### src/rtl/led_event_ctrl.sv
// Per-channel LED controller: decoded key events drive an independent
// OFF / ON / BLINK / FLASH state machine per channel.
//
//   state    | meaning
//   ---------+----------------------------------------------------------
//   ST_OFF   | LED dark
//   ST_ON    | LED lit
//   ST_BLINK | LED toggles every BLINK_HALF cycles, starts lit
//   ST_FLASH | LED inverted for PULSE_LEN cycles, then returns to ret
module led_event_ctrl #(
  parameter int N_CH       = 3,
  parameter int BLINK_HALF = 25_000_000,
  parameter int PULSE_LEN  = 10_000_000
) (
  input  logic                CLOCK,
  input  logic                RST,
  input  logic [N_CH-1:0]     Evt_S,
  input  logic [N_CH-1:0]     Evt_L,
  input  logic [N_CH-1:0]     Evt_D,
  output logic [N_CH-1:0]     LED,
  output logic [2*N_CH-1:0]   Mode
);

  localparam int CNT_MAX = (BLINK_HALF > PULSE_LEN) ? BLINK_HALF : PULSE_LEN;
  localparam int CW      = (CNT_MAX > 1) ? $clog2(CNT_MAX) : 1;

  localparam logic [CW-1:0] BLINK_TC = CW'(BLINK_HALF - 1);
  localparam logic [CW-1:0] PULSE_TC = CW'(PULSE_LEN - 1);
  localparam logic [CW-1:0] CNT_ONE  = CW'(1);

  localparam logic [1:0] ST_OFF   = 2'b00;
  localparam logic [1:0] ST_ON    = 2'b01;
  localparam logic [1:0] ST_BLINK = 2'b10;
  localparam logic [1:0] ST_FLASH = 2'b11;

  logic [N_CH-1:0][1:0]    st, st_nx;
  logic [N_CH-1:0][1:0]    ret, ret_nx;
  logic [N_CH-1:0][CW-1:0] cnt, cnt_nx;
  logic [N_CH-1:0]         led_q, led_nx;

  always_ff @(posedge CLOCK) begin
    if (RST) begin
      st    <= '0;
      ret   <= '0;
      cnt   <= '0;
      led_q <= '0;
    end else begin
      st    <= st_nx;
      ret   <= ret_nx;
      cnt   <= cnt_nx;
      led_q <= led_nx;
    end
  end

  always_comb begin
    st_nx  = st;
    ret_nx = ret;
    cnt_nx = cnt;
    led_nx = led_q;
    for (int i = 0; i < N_CH; i++) begin
      case (st[i])
        // Only a long click is honoured while flashing; it restarts the pulse.
        ST_FLASH: begin
          if (Evt_L[i]) begin
            cnt_nx[i] = '0;
          end else if (cnt[i] == PULSE_TC) begin
            st_nx[i]  = ret[i];
            cnt_nx[i] = '0;
            led_nx[i] = (ret[i] != ST_OFF);
          end else begin
            cnt_nx[i] = cnt[i] + CNT_ONE;
          end
        end
        default: begin
          if (Evt_L[i]) begin
            st_nx[i]  = ST_FLASH;
            ret_nx[i] = st[i];
            cnt_nx[i] = '0;
            led_nx[i] = ~led_q[i];
          end else if (Evt_D[i]) begin
            st_nx[i]  = (st[i] == ST_BLINK) ? ST_ON : ST_BLINK;
            cnt_nx[i] = '0;
            led_nx[i] = 1'b1;
          end else if (Evt_S[i]) begin
            st_nx[i]  = (st[i] == ST_OFF) ? ST_ON : ST_OFF;
            cnt_nx[i] = '0;
            led_nx[i] = (st[i] == ST_OFF);
          end else if (st[i] == ST_BLINK) begin
            if (cnt[i] == BLINK_TC) begin
              cnt_nx[i] = '0;
              led_nx[i] = ~led_q[i];
            end else begin
              cnt_nx[i] = cnt[i] + CNT_ONE;
            end
          end
        end
      endcase
    end
  end

  always_comb begin
    LED  = led_q;
    Mode = '0;
    for (int i = 0; i < N_CH; i++) begin
      Mode[2*i +: 2] = st[i];
    end
  end

endmodule
### config.mk
export PLATFORM = sky130hd
export DESIGN_NAME = led_event_ctrl
export DESIGN_NICKNAME = d
export VERILOG_FILES = /design/src/rtl/led_event_ctrl.sv
export SDC_FILE = /design/constraint.sdc
export NUM_CORES = 1
export LEC_CHECK = 0
export BUFFER_PORTS_ARGS = -buffer_cell sky130_fd_sc_hd__buf_2
export CORE_MARGIN = 2
export CORE_UTILIZATION = 50
export CTS_BUF_LIST = sky130_fd_sc_hd__clkbuf_4
export CTS_CLUSTER_DIAMETER = 50
export DETAILED_ROUTE_END_ITERATION = 16
export PLACE_DENSITY = 0.67
export SLEW_MARGIN = 40
export SYNTH_ARGS = -nofsm -noshare
export SYNTH_HDL_FRONTEND = slang
export SYNTH_SLANG_ARGS = --single-unit
### constraint.sdc
create_clock -name CLOCK -period 2.4 [get_ports CLOCK]
set_input_delay 0.6 -clock CLOCK [delete_from_list [all_inputs] [get_ports CLOCK]]
set_output_delay 0.6 -clock CLOCK [all_outputs]
set_load 0.01 [all_outputs]
======== Word-level counts from Yosys, hierarchy flattened ========
Index checks and enable logic that the tools add are counted.
operators by class
  muxes and demuxes ....................... 72
  $add $sub $neg .......................... 3
  bitwise gates (word level) .............. 6
  reduce and logical (&&, ||, !) cells .... 24
  eq/ne operators ......................... 18
operators by type and width
  kind                                                    number
  2-to-1 mux 25 bit                                       24
  adder 25 x 1 -> 25 bit (second input constant)          3
  equality test 25 x 24 -> 1 bit (second input constant)  3
  equality test 25 bit (second input constant)            3
  2-to-1 mux 2 bit                                        21
  nonzero test 5 bit                                      6
  2-to-1 mux 1 bit                                        27
  equality test 2 bit (second input constant)             6
  inequality test 2 bit (second input constant)           6
  AND reduction 4 bit                                     3
  nonzero test 4 bit                                      3
  AND reduction 3 bit                                     3
  logical NOT 2 bit                                       3
  NOT 1 bit                                               6
  AND reduction 2 bit                                     3
  nonzero test 2 bit                                      3
word-level totals
  output and inout port bits .............. 9
  register bits after elaboration ......... 90
  logic and storage cells ................. 135
  input bits .............................. 11

======== Depth between registers and ports, before layout ========
Gate-level depths: netlist (run 1).
  depth after elaboration ................. 7
  gate-level depth with buffers ........... 7
  mapped depth without buffers ............ 6

======== Worst setup path after synthesis (run 1) ========
OpenSTA, ideal clock, no wires.
  path kind ............................... input-to-reg
  from .................................... input port Evt_D[2]
  to ...................................... register cnt[74] in the netlist's numbering
  buffers on the path ..................... 1
  setup slack ............................. 288 ps
  required time ........................... 2,273 ps
  stages .................................. 6
  library setup time ...................... 127 ps
  data arrival time ....................... 1,985 ps
  path through ............................ clkbuf_1 > o41ai_1 > nor4_1 > and4_1 > xnor2_1 > nor2_1
between the ends
  word-level cells in the longest chain between the ends .. 3
  elaborated cells on any way between the ends .. 4
  classes of those cells .................. 3 x mux; 1 x reduce/logical
ends and longest elaborated chain
  item                  line  RTL
  start, declared       19    input logic [N_CH-1:0] Evt_D,
  2-to-1 mux 25 bit     80    end else if (Evt_D[i]) begin
  2-to-1 mux 25 bit     75    if (Evt_L[i]) begin
  2-to-1 mux 25 bit     61    case (st[i])
  end signal, assigned  50    cnt <= cnt_nx;
  end, declared         38    logic [N_CH-1:0][CW-1:0] cnt, cnt_nx;
Parallel ways exist; a longest one is shown, timed or not.
A chain may end at the register's enable or synchronous reset.

======== Worst setup path in the final report (run 1) ========
  from .................................... register cnt[38] in the netlist's numbering
  to ...................................... register cnt[30] in the netlist's numbering
between the ends
  word-level cells in the longest chain between the ends .. 7
  elaborated cells on any way between the ends .. 10
  classes of those cells .................. 2 x eq/ne; 8 x mux
ends and longest elaborated chain
  item                   line  RTL
  equality test 25 bit   89    if (cnt[i] == BLINK_TC) begin
  2-to-1 mux 25 bit      89
  2-to-1 mux 25 bit      88    end else if (st[i] == ST_BLINK) begin
  2-to-1 mux 25 bit      84    end else if (Evt_S[i]) begin
  2-to-1 mux 25 bit      80
  2-to-1 mux 25 bit      75
  2-to-1 mux 25 bit (*)  61
Every way passes the cells marked *; elsewhere a longest branch is shown, timed or not. The select of a mux whose other input is x is not followed.

==> results of run 1 <==
-- final timing paths --
| kind | endpoint | start | slack, ps | cells past startpoint |
|---|---|---|---|---|
| setup / recovery | cnt[30]$_SDFFE_PP0N_ | cnt[38]$_SDFFE_PP0N_ | 140 | 5 |
| hold / removal | cnt[31]$_SDFFE_PP0N_ | Evt_L[1] | 390 | 2 |
| setup reg to reg | cnt[30]$_SDFFE_PP0N_ | cnt[38]$_SDFFE_PP0N_ | 140 | 5 |
| hold reg to reg | cnt[1]$_SDFFE_PP0N_ | cnt[1]$_SDFFE_PP0N_ | 490 | 2 |
-- power by group --
group | leakage, nW | total, mW | internal [mW] | switching (mW)
logic | 0.928 | 0.270 | 0.105 | 0.165
registers | 0.729 | 1.56 | 1.52 | 0.0348
clock network | 0.0609 | 0.705 | 0.208 | 0.497
-- flip-flops by register name, summed over array words and instances, names as in the netlist --
register,cells
LED,3
Mode,6
cnt,75
ret,6
-- metal layers --
metal / global-route usage, % / routed length (um) / up-vias
met2: 33.60 / 4665 / 81
met1: 28.33 / 5063 / 1975
met5: 0 / 0 / -
met4: 8.704 / 205 / 0
li1: - / - / 2159
met3: 3.091 / 422 / 14
-- critical path, cell delays in order, from the launching register on --
cell      delay (ps)
dfxtp_1          410
nand2_1          110
or4_1            490
or4_4            570
nand2_2          390
a211oi_1         140
-- placed cells by master, fill, tap and decap left out, drive strengths merged, types with 4 or more instances in the layout --
cell type / count
a31oi: 6
nor2: 80
a21oi: 20
xnor2: 16
xor2: 49
nand3: 41
clkinv: 5
nor4: 17
and3: 14
nand2: 58
nor3: 21
a211oi: 29
and4: 5
inv: 8
dfxtp: 90
buf: 36
or3: 7
or4b: 5
nand2b: 4
nor4b: 4
o21ai: 9
nand4: 23
clkbuf: 10
-- final cells by class --
cell class	count	area (um2)	share of cell area (%)
timing repair buffer	36	260.3	4.867
clock buffer	10	75.07	1.404
clock inverter	5	22.52	0.4212
tap	133	166.4	3.112
sequential	90	1802	33.69
inverter	8	30.03	0.5615
multi-input combinational	458	2992	55.94
-- cell families (layout without fill, tap and decap cells) --
family | after synthesis | in the layout | synth area share (%)
buffers and inverters | 33 | 59 | 3.571
DFF | 90 | 90 | 36.47
adders and majority gates | 3 | 3 | 0.7600
xor gates and xnor gates | 65 | 65 | 11.52
AOI/OAI and AO/OA | 88 | 88 | 12.82
and+or+nand+nor | 298 | 298 | 34.02
muxes | 4 | 4 | 0.8359
==> flow_metrics.env, run 1 <==
export IMPL_crit_path_end_kind="flop"
export IMPL_clk_insertion_delay_late_ps=450
export IMPL_max_clock_freq_mhz=441.7
export IMPL_area_growth_pct=8.257
export IMPL_ys_seq_area_share_pct=36.47
export IMPL_final_cells=740
export IMPL_ctsHoldBuffers=0
export IMPL_syn_num_nets=595
export IMPL_hold_ws_ps=390.4
export IMPL_cts_sinks=90
export IMPL_ys_top_cells_by_area="dfxtp_1, xor2_1, nor2_1"
export IMPL_fp_dieW_um=103.4
export IMPL_drc=0
export IMPL_antenna_left=0
export IMPL_antenna_found_initial=0
export IMPL_worstMarginPinSlew_ps=716.3
export IMPL_grt_overflow_total=0
export IMPL_finClkSkew_ps=21.53
export IMPL_ys_ff_latch=90
export IMPL_post_cts_buffers=0
export IMPL_crit_fanout=24
export IMPL_final_layout_size_suffix_gt1_share_pct=15.49
export IMPL_initial_core_util_pct=51.01
export IMPL_grt_pass1_wl_um=18060
export IMPL_yosys_warnings=0
export IMPL_synth_ff_type="dfxtp_1"
export IMPL_dpl_instance_area_um2=5233
export IMPL_port_buffers=19
export IMPL_antenna_cells=0
export IMPL_die_h_um=103.4
export IMPL_pre_cts_ws_ps=119.7
export IMPL_nFillCells=878
export IMPL_syn_inst=581
export IMPL_period_share_pct=94.33
export IMPL_ys_async_sr_fraction_pct=0
export IMPL_finalWirelength_um=10360
export IMPL_synth_most_common_cell="dfxtp_1"
export IMPL_final_util_pct=55.22
export IMPL_fin_setup_tns_ps=0
export IMPL_dp_cells=725
export IMPL_setup_viol=0
export IMPL_synth_edf_count=0
export IMPL_cts_root_buf="clkbuf_4"
export IMPL_vias=4229
export IMPL_fp_coreArea_um2=9684
export IMPL_wire_per_inst_um=14.00
export IMPL_hold_viol=0
export IMPL_worstPathRequired_ps=2700
export IMPL_ios=20
export IMPL_fp_dieArea_um2=10690
export IMPL_yosys_top_cells_count="dfxtp_1, nor2_1, nand2_1, xor2_1, nand3_1"
export IMPL_post_synth_top_area_fraction_pct=36.47
export IMPL_cts_made_buffers=9
export IMPL_gr_usage_all_layers_pct=20.97
export IMPL_fin_ws_ps=136.2
export IMPL_max_clock_path_buffers=2
export IMPL_ir_drop_uv=292.9
export IMPL_grt_max_degree=32
export IMPL_netlist_area_um2=4940
export IMPL_min_period_ps=2264
export IMPL_synth_cell_types=62
export IMPL_worstSetupPathType="flop to flop"
export IMPL_post_route_cell_area_um2=5348
export IMPL_yosysTopAreaCell="dfxtp_1"
export IMPL_rows=36
export IMPL_rsz0062_at_grt="false"
export IMPL_avgSynthCellArea_um2=8.502
export IMPL_vias_per_cell=5.715
export IMPL_drt_iter0_drc=170
export IMPL_first_global_vias=3981
export IMPL_dp_hpwl_um=7290
export IMPL_power_total_mw=2.533
export IMPL_powerDensity_nw_per_um2=473.7
export IMPL_drtPass1Iterations=4
export IMPL_clk_pin_slew_ps=140
export IMPL_nNetsFinal=617
export IMPL_hp_class="primary input to flop"
export IMPL_cp_arrival_ps=2570
export IMPL_p_leak_nw=1.718
export IMPL_gp_congestion=0.8804
export IMPL_ctsResizeCount=0
export IMPL_maxSlewViolCount=0
export IMPL_outcome="finished clean"
export IMPL_relSlewSlack_pct=51.85
export IMPL_cts_tree="built"
export IMPL_start_kind="flop"
export IMPL_htreeDepth=3
export IMPL_cap_violations=0
(Power assumes the default switching activity.)
==> run 2: changes to the inputs <==
==> constraint.sdc (replaced) <==
create_clock -name CLOCK -period 2.4 [get_ports CLOCK]
set_input_delay 0.12 -clock CLOCK [delete_from_list [all_inputs] [get_ports CLOCK]]
set_output_delay 0.12 -clock CLOCK [all_outputs]
set_load 0.01 [all_outputs]
==> run 2 against run 1 <==
Maximum frequency rose by 0.78%. Global-route usage grew 0.42 points. Sequential power about the same. Largest cell class unchanged. Largest power group unchanged. Highest routed layer unchanged.
==> flow_metrics.env, run 2 (same netlist as run 1, synthesis figures left out) <==
export IMPL_outcome="finished clean"
export IMPL_period_share_pct=93.60
export IMPL_nNetsFinal=618
export IMPL_fin_setup_tns_ps=0
export IMPL_antenna_found_initial=0
export IMPL_vias=4300
export IMPL_cts_root_buf="clkbuf_4"
export IMPL_fp_dieArea_um2=10690
export IMPL_nFillCells=940
export IMPL_cp_cell_sequence="ha_1 -> nand3_1 -> or3_1 -> or4_4 -> nand2_2 -> a211oi_1"
export IMPL_fp_dieW_um=103.4
export IMPL_grt_overflow_total=0
export IMPL_wire_per_inst_um=14.39
export IMPL_cts_tree="built"
export IMPL_gp_congestion=0.8693
export IMPL_ios=20
export IMPL_ir_drop_uv=245.8
export IMPL_ctsResizeCount=0
export IMPL_p_leak_nw=1.731
export IMPL_final_common_cell="dfxtp_1"
export IMPL_crit_fanout=24
export IMPL_hold_viol=0
export IMPL_power_frac_comb_pct=10.0
export IMPL_fp_coreArea_um2=9684
export IMPL_cap_violations=0
export IMPL_clk_insertion_delay_late_ps=450
export IMPL_seqPwrFrac_pct=58.9
export IMPL_drc=0
export IMPL_final_layout_size_suffix_gt1_share_pct=15.30
export IMPL_largest_reg_flops=75
export IMPL_maxSlewViolCount=0
export IMPL_max_clock_path_buffers=2
export IMPL_setup_viol=0
export IMPL_rows=36
export IMPL_drt_iter0_drc=151
export IMPL_htreeDepth=3
export IMPL_first_global_vias=3973
export IMPL_min_period_ps=2246
export IMPL_vias_per_cell=5.803
export IMPL_max_clock_freq_mhz=445.2
export IMPL_p_switching_uw=692.2
export IMPL_worstPathRequired_ps=2720
export IMPL_cts_sinks=90
export IMPL_finClkSkew_ps=13.83
export IMPL_die_h_um=103.4
export IMPL_gr_usage_all_layers_pct=21.39
export IMPL_grt_max_degree=32
export IMPL_top_register="cnt"
export IMPL_antenna_cells=0
export IMPL_p_clk_share_pct=31.1
export IMPL_crit_path_top_delay_cell="or4_4"
export IMPL_area_growth_pct=8.789
export IMPL_grt_pass1_wl_um=18310
export IMPL_antenna_left=0
export IMPL_initial_core_util_pct=51.01
export IMPL_switching_share_pct=26.12
export IMPL_internal_power_mw=1.958
export IMPL_crit_path_end_kind="flop"
export IMPL_hold_ws_ps=46.34
export IMPL_critPathMaxStageDelay_ps=580
export IMPL_hp_class="primary input to flop"
export IMPL_worstSetupPathType="flop to flop"
export IMPL_start_kind="flop"
export IMPL_cts_made_buffers=9
export IMPL_dp_hpwl_um=7485
export IMPL_powerDensity_nw_per_um2=493.1
export IMPL_worstMarginPinSlew_ps=673.3
export IMPL_rsz0062_at_grt="false"
export IMPL_drtPass1Iterations=5
export IMPL_clk_pin_slew_ps=140
export IMPL_cp_arrival_ps=2570
export IMPL_relSlewSlack_pct=54.74
export IMPL_finalWirelength_um=10660
export IMPL_layout_common_cells="dfxtp_1, nor2_1, nand2_1"
export IMPL_port_buffers=19
run 2: changes by cell type in the layout (fill, tap and decap cells not counted), moves of 2 or more:
cell / delta
nor4_4: -2
buf_4: -2
dlygate4sd3_1: +3
nor4_2: +2
run 2: metal layers:
| layer | GRT usage, % | wire, um | vias up |
|---|---|---|---|
| met5 | 0 | 0 | - |
| met4 | 8.603 | 150 | 0 |
| met3 | 2.890 | 359 | 11 |
| met2 | 34.89 | 5085 | 86 |
| met1 | 28.64 | 5065 | 2047 |
| li1 | - | - | 2156 |
run 2: area by class of cell:
type / count / area, um2 / area share, %
multi-input cells: 458 / 2974 / 55.34
flip-flops and latches: 90 / 1802 / 33.53
repair buffers: 37 / 275.3 / 5.122
well taps: 133 / 166.4 / 3.097
clock buffers: 11 / 82.58 / 1.537
clock inverters: 4 / 43.79 / 0.8149
inverters: 8 / 30.03 / 0.5588
run 2: power groups by stage:
stage / logic (mW) / clock network (mW) / registers [mW]
3_5_place_dp: 0.262 / 0 / 1.59
6_report: 0.265 / 0.824 / 1.56
3_3_place_gp: 0.258 / 0 / 1.59
4_1_cts: 0.267 / 0.858 / 1.56
2_1_floorplan: 0.188 / 0 / 1.58
5_1_grt: 0.297 / 0.911 / 1.57
run 2: final timing paths:
path / start / endpoint / slack (ps) / cells past startpoint
worst max-delay path: cnt[25]$_SDFFE_PP0N_ / cnt[27]$_SDFFE_PP0N_ / 150 / 6
worst min-delay path: Evt_S[0] / cnt[6]$_SDFFE_PP0N_ / 50 / 4
worst max register to register: cnt[25]$_SDFFE_PP0N_ / cnt[27]$_SDFFE_PP0N_ / 150 / 6
worst min register to register: LED[1]$_SDFFE_PP0P_ / LED[1]$_SDFFE_PP0P_ / 490 / 2
run 2: worst max-delay path, delay by kind of cell, from the launching register on:
kind | cells | cell delay [ps]
simple gates | 4 | 1400
flops | 1 | 380
fa+ha+maj | 1 | 180
compound gates | 1 | 170
run 2: metrics by stage:
stage | area (um2) | worst slack, ps | utilization [%] | power (mW) | instances
after floorplan | 4940 | 368.1 | - | 1.773 | 581
after global placement | 5211 | 263.3 | 53.81 | 1.851 | 723
after detailed placement | 5218 | 179.6 | 53.88 | 1.856 | 723
after CTS | 5374 | 158.3 | 55.49 | 2.687 | 741
after global routing | 5374 | 27.05 | 55.49 | 2.776 | 741
final | 5374 | 153.6 | 55.49 | 2.650 | 741
run 2: what timing repair did:
item | in CTS | in global routing
buffers inserted | 0 | 0
endpoints found under the hold margin | 10 | 0
endpoints found under the setup margin | 0 | 0
hold buffers | 3 | 0
==> run 3: changes to the inputs <==
==> constraint.sdc (replaced) <==
create_clock -name CLOCK -period 2.4 [get_ports CLOCK]
set_input_delay 0.24 -clock CLOCK [delete_from_list [all_inputs] [get_ports CLOCK]]
set_output_delay 0.24 -clock CLOCK [all_outputs]
set_load 0.01 [all_outputs]
==> run 3 against run 2 <==
First-iteration DRC count is 11% higher. Clock-buffer cell count stayed put. Sequential cell count stayed put. Highest routed layer unchanged. Setup slack better by 7.6 ps. Largest power group unchanged. Clock skew is 7.4 ps higher. Power is 0.20% higher. Critical path type unchanged. Sequential share of layout area is 0.13 points higher. Worst hold slack better by 53 ps.
==> flow_metrics.env, run 3 (same netlist as run 1, synthesis figures left out) <==
export IMPL_finalWirelength_um=10690
export IMPL_fp_coreArea_um2=9684
export IMPL_clk_pin_slew_ps=150
export IMPL_dp_hpwl_um=7485
export IMPL_post_route_cell_area_um2=5354
export IMPL_drc=0
export IMPL_pre_cts_ws_ps=179.6
export IMPL_ctsHoldBuffers=1
export IMPL_gr_usage_all_layers_pct=21.32
export IMPL_fin_ws_ps=161.2
export IMPL_hold_end="Mode[2]$_SDFFE_PP0P_"
export IMPL_layout_common_cells="dfxtp_1, nor2_1, nand2_1"
export IMPL_min_period_ps=2239
export IMPL_worst_r2r_setup_slack_ps=160
export IMPL_htreeDepth=3
export IMPL_final_util_pct=55.28
export IMPL_dpl_instance_area_um2=5218
export IMPL_period_share_pct=93.28
export IMPL_hold_start="RST"
export IMPL_post_cts_buffers=0
export IMPL_vias=4261
export IMPL_hp_class="primary input to flop"
export IMPL_final_layout_size_suffix_gt1_share_pct=15.35
export IMPL_fp_dieW_um=103.4
export IMPL_cap_violations=0
export IMPL_rows=36
export IMPL_worstPathRequired_ps=2720
export IMPL_drtPass1Iterations=5
export IMPL_cp_arrival_ps=2550
export IMPL_ctsResizeCount=0
export IMPL_worstSetupPathType="flop to flop"
export IMPL_cts_tree="built"
export IMPL_p_leak_nw=1.723
export IMPL_grt_overflow_total=0
export IMPL_wire_per_inst_um=14.47
export IMPL_max_clock_path_buffers=2
export IMPL_dp_cells=723
export IMPL_relSlewSlack_pct=54.26
export IMPL_grt_max_degree=32
export IMPL_cts_made_buffers=9
export IMPL_rsz0062_at_grt="false"
export IMPL_top_register="cnt"
export IMPL_cts_root_buf="clkbuf_4"
export IMPL_nNetsFinal=616
export IMPL_reg2reg_depth=6
export IMPL_initial_core_util_pct=51.01
export IMPL_clk_insertion_delay_late_ps=460
export IMPL_worstMarginPinSlew_ps=680.4
export IMPL_setup_viol=0
export IMPL_crit_path_end_kind="flop"
export IMPL_cts_sinks=90
export IMPL_antenna_left=0
export IMPL_worstReg2RegEnd="cnt[47]$_SDFFE_PP0N_"
export IMPL_final_cells=739
export IMPL_maxSlewViolCount=0
export IMPL_gp_congestion=0.8693
export IMPL_hold_depth=2
export IMPL_first_global_vias=3967
export IMPL_outcome="finished clean"
export IMPL_port_buffers=19
export IMPL_vias_per_cell=5.766
export IMPL_max_clock_freq_mhz=446.7
export IMPL_grt_pass1_wl_um=18260
export IMPL_antenna_found_initial=0
export IMPL_crit_fanout=24
export IMPL_fin_setup_tns_ps=0
export IMPL_area_growth_pct=8.384
export IMPL_die_h_um=103.4
export IMPL_hold_viol=0
export IMPL_ir_drop_uv=246.0
export IMPL_drt_iter0_drc=167
export IMPL_largest_reg_flops=75
export IMPL_final_common_cell="dfxtp_1"
export IMPL_antenna_cells=0
export IMPL_nFillCells=947
export IMPL_fp_dieArea_um2=10690
export IMPL_finClkSkew_ps=21.20
export IMPL_start_kind="flop"
export IMPL_powerDensity_nw_per_um2=495.9
export IMPL_ios=20
export IMPL_timing_rr_start="cnt[25]$_SDFFE_PP0N_"
run 3: per-stage QoR:
stage,hold WS [ps],power (mW)
2_1_floorplan,318.5,1.773
3_3_place_gp,458.1,1.851
3_5_place_dp,476.6,1.856
4_1_cts,77.88,2.684
5_1_grt,104.9,2.773
6_report,99.81,2.655
run 3: worst max path at each step:
stage	startpoint	to	slack, ps	cells past startpoint
3_5_place_dp	cnt[25]$_SDFFE_PP0N_	cnt[27]$_SDFFE_PP0N_	180	6
3_3_place_gp	cnt[25]$_SDFFE_PP0N_	cnt[32]$_SDFFE_PP0N_	260	6
6_report	cnt[25]$_SDFFE_PP0N_	cnt[47]$_SDFFE_PP0N_	160	6
2_1_floorplan	cnt[25]$_SDFFE_PP0N_	LED[1]$_SDFFE_PP0P_	370	6
5_1_grt	cnt[26]$_SDFFE_PP0N_	cnt[48]$_SDFFE_PP0N_	30	6
4_1_cts	cnt[25]$_SDFFE_PP0N_	cnt[27]$_SDFFE_PP0N_	160	6
run 3: area by class of cell:
cell class,instances,area (um2),area share (%)
multi-input combinational,458,2974,55.55
sequential,90,1802,33.65
timing repair buffer,35,255.2,4.767
tap,133,166.4,3.108
clock buffer,11,82.58,1.542
clock inverter,4,43.79,0.8179
inverter,8,30.03,0.5609
run 3: power breakdown:
| part | internal, mW | leakage, nW | switching [mW] | total [mW] |
|---|---|---|---|---|
| registers | 1.52 | 0.729 | 0.0374 | 1.56 |
| logic | 0.103 | 0.920 | 0.161 | 0.264 |
| clock network | 0.330 | 0.0741 | 0.501 | 0.831 |
| total | 1.96 | 1.72 | 0.699 | 2.66 |
run 3: critical path: stages (launching register included):
cell,delay (ps)
dfxtp_1,380
ha_1,180
nand3_1,100
or3_1,320
or4_4,580
nand2_2,400
a211oi_1,140
run 3: layer usage:
metal,vias up,wire (um),GRT usage (%)
met5,-,0,0
met4,0,191,8.603
met3,15,359,2.890
met2,76,5008,34.79
met1,2019,5133,28.53
li1,2151,-,-
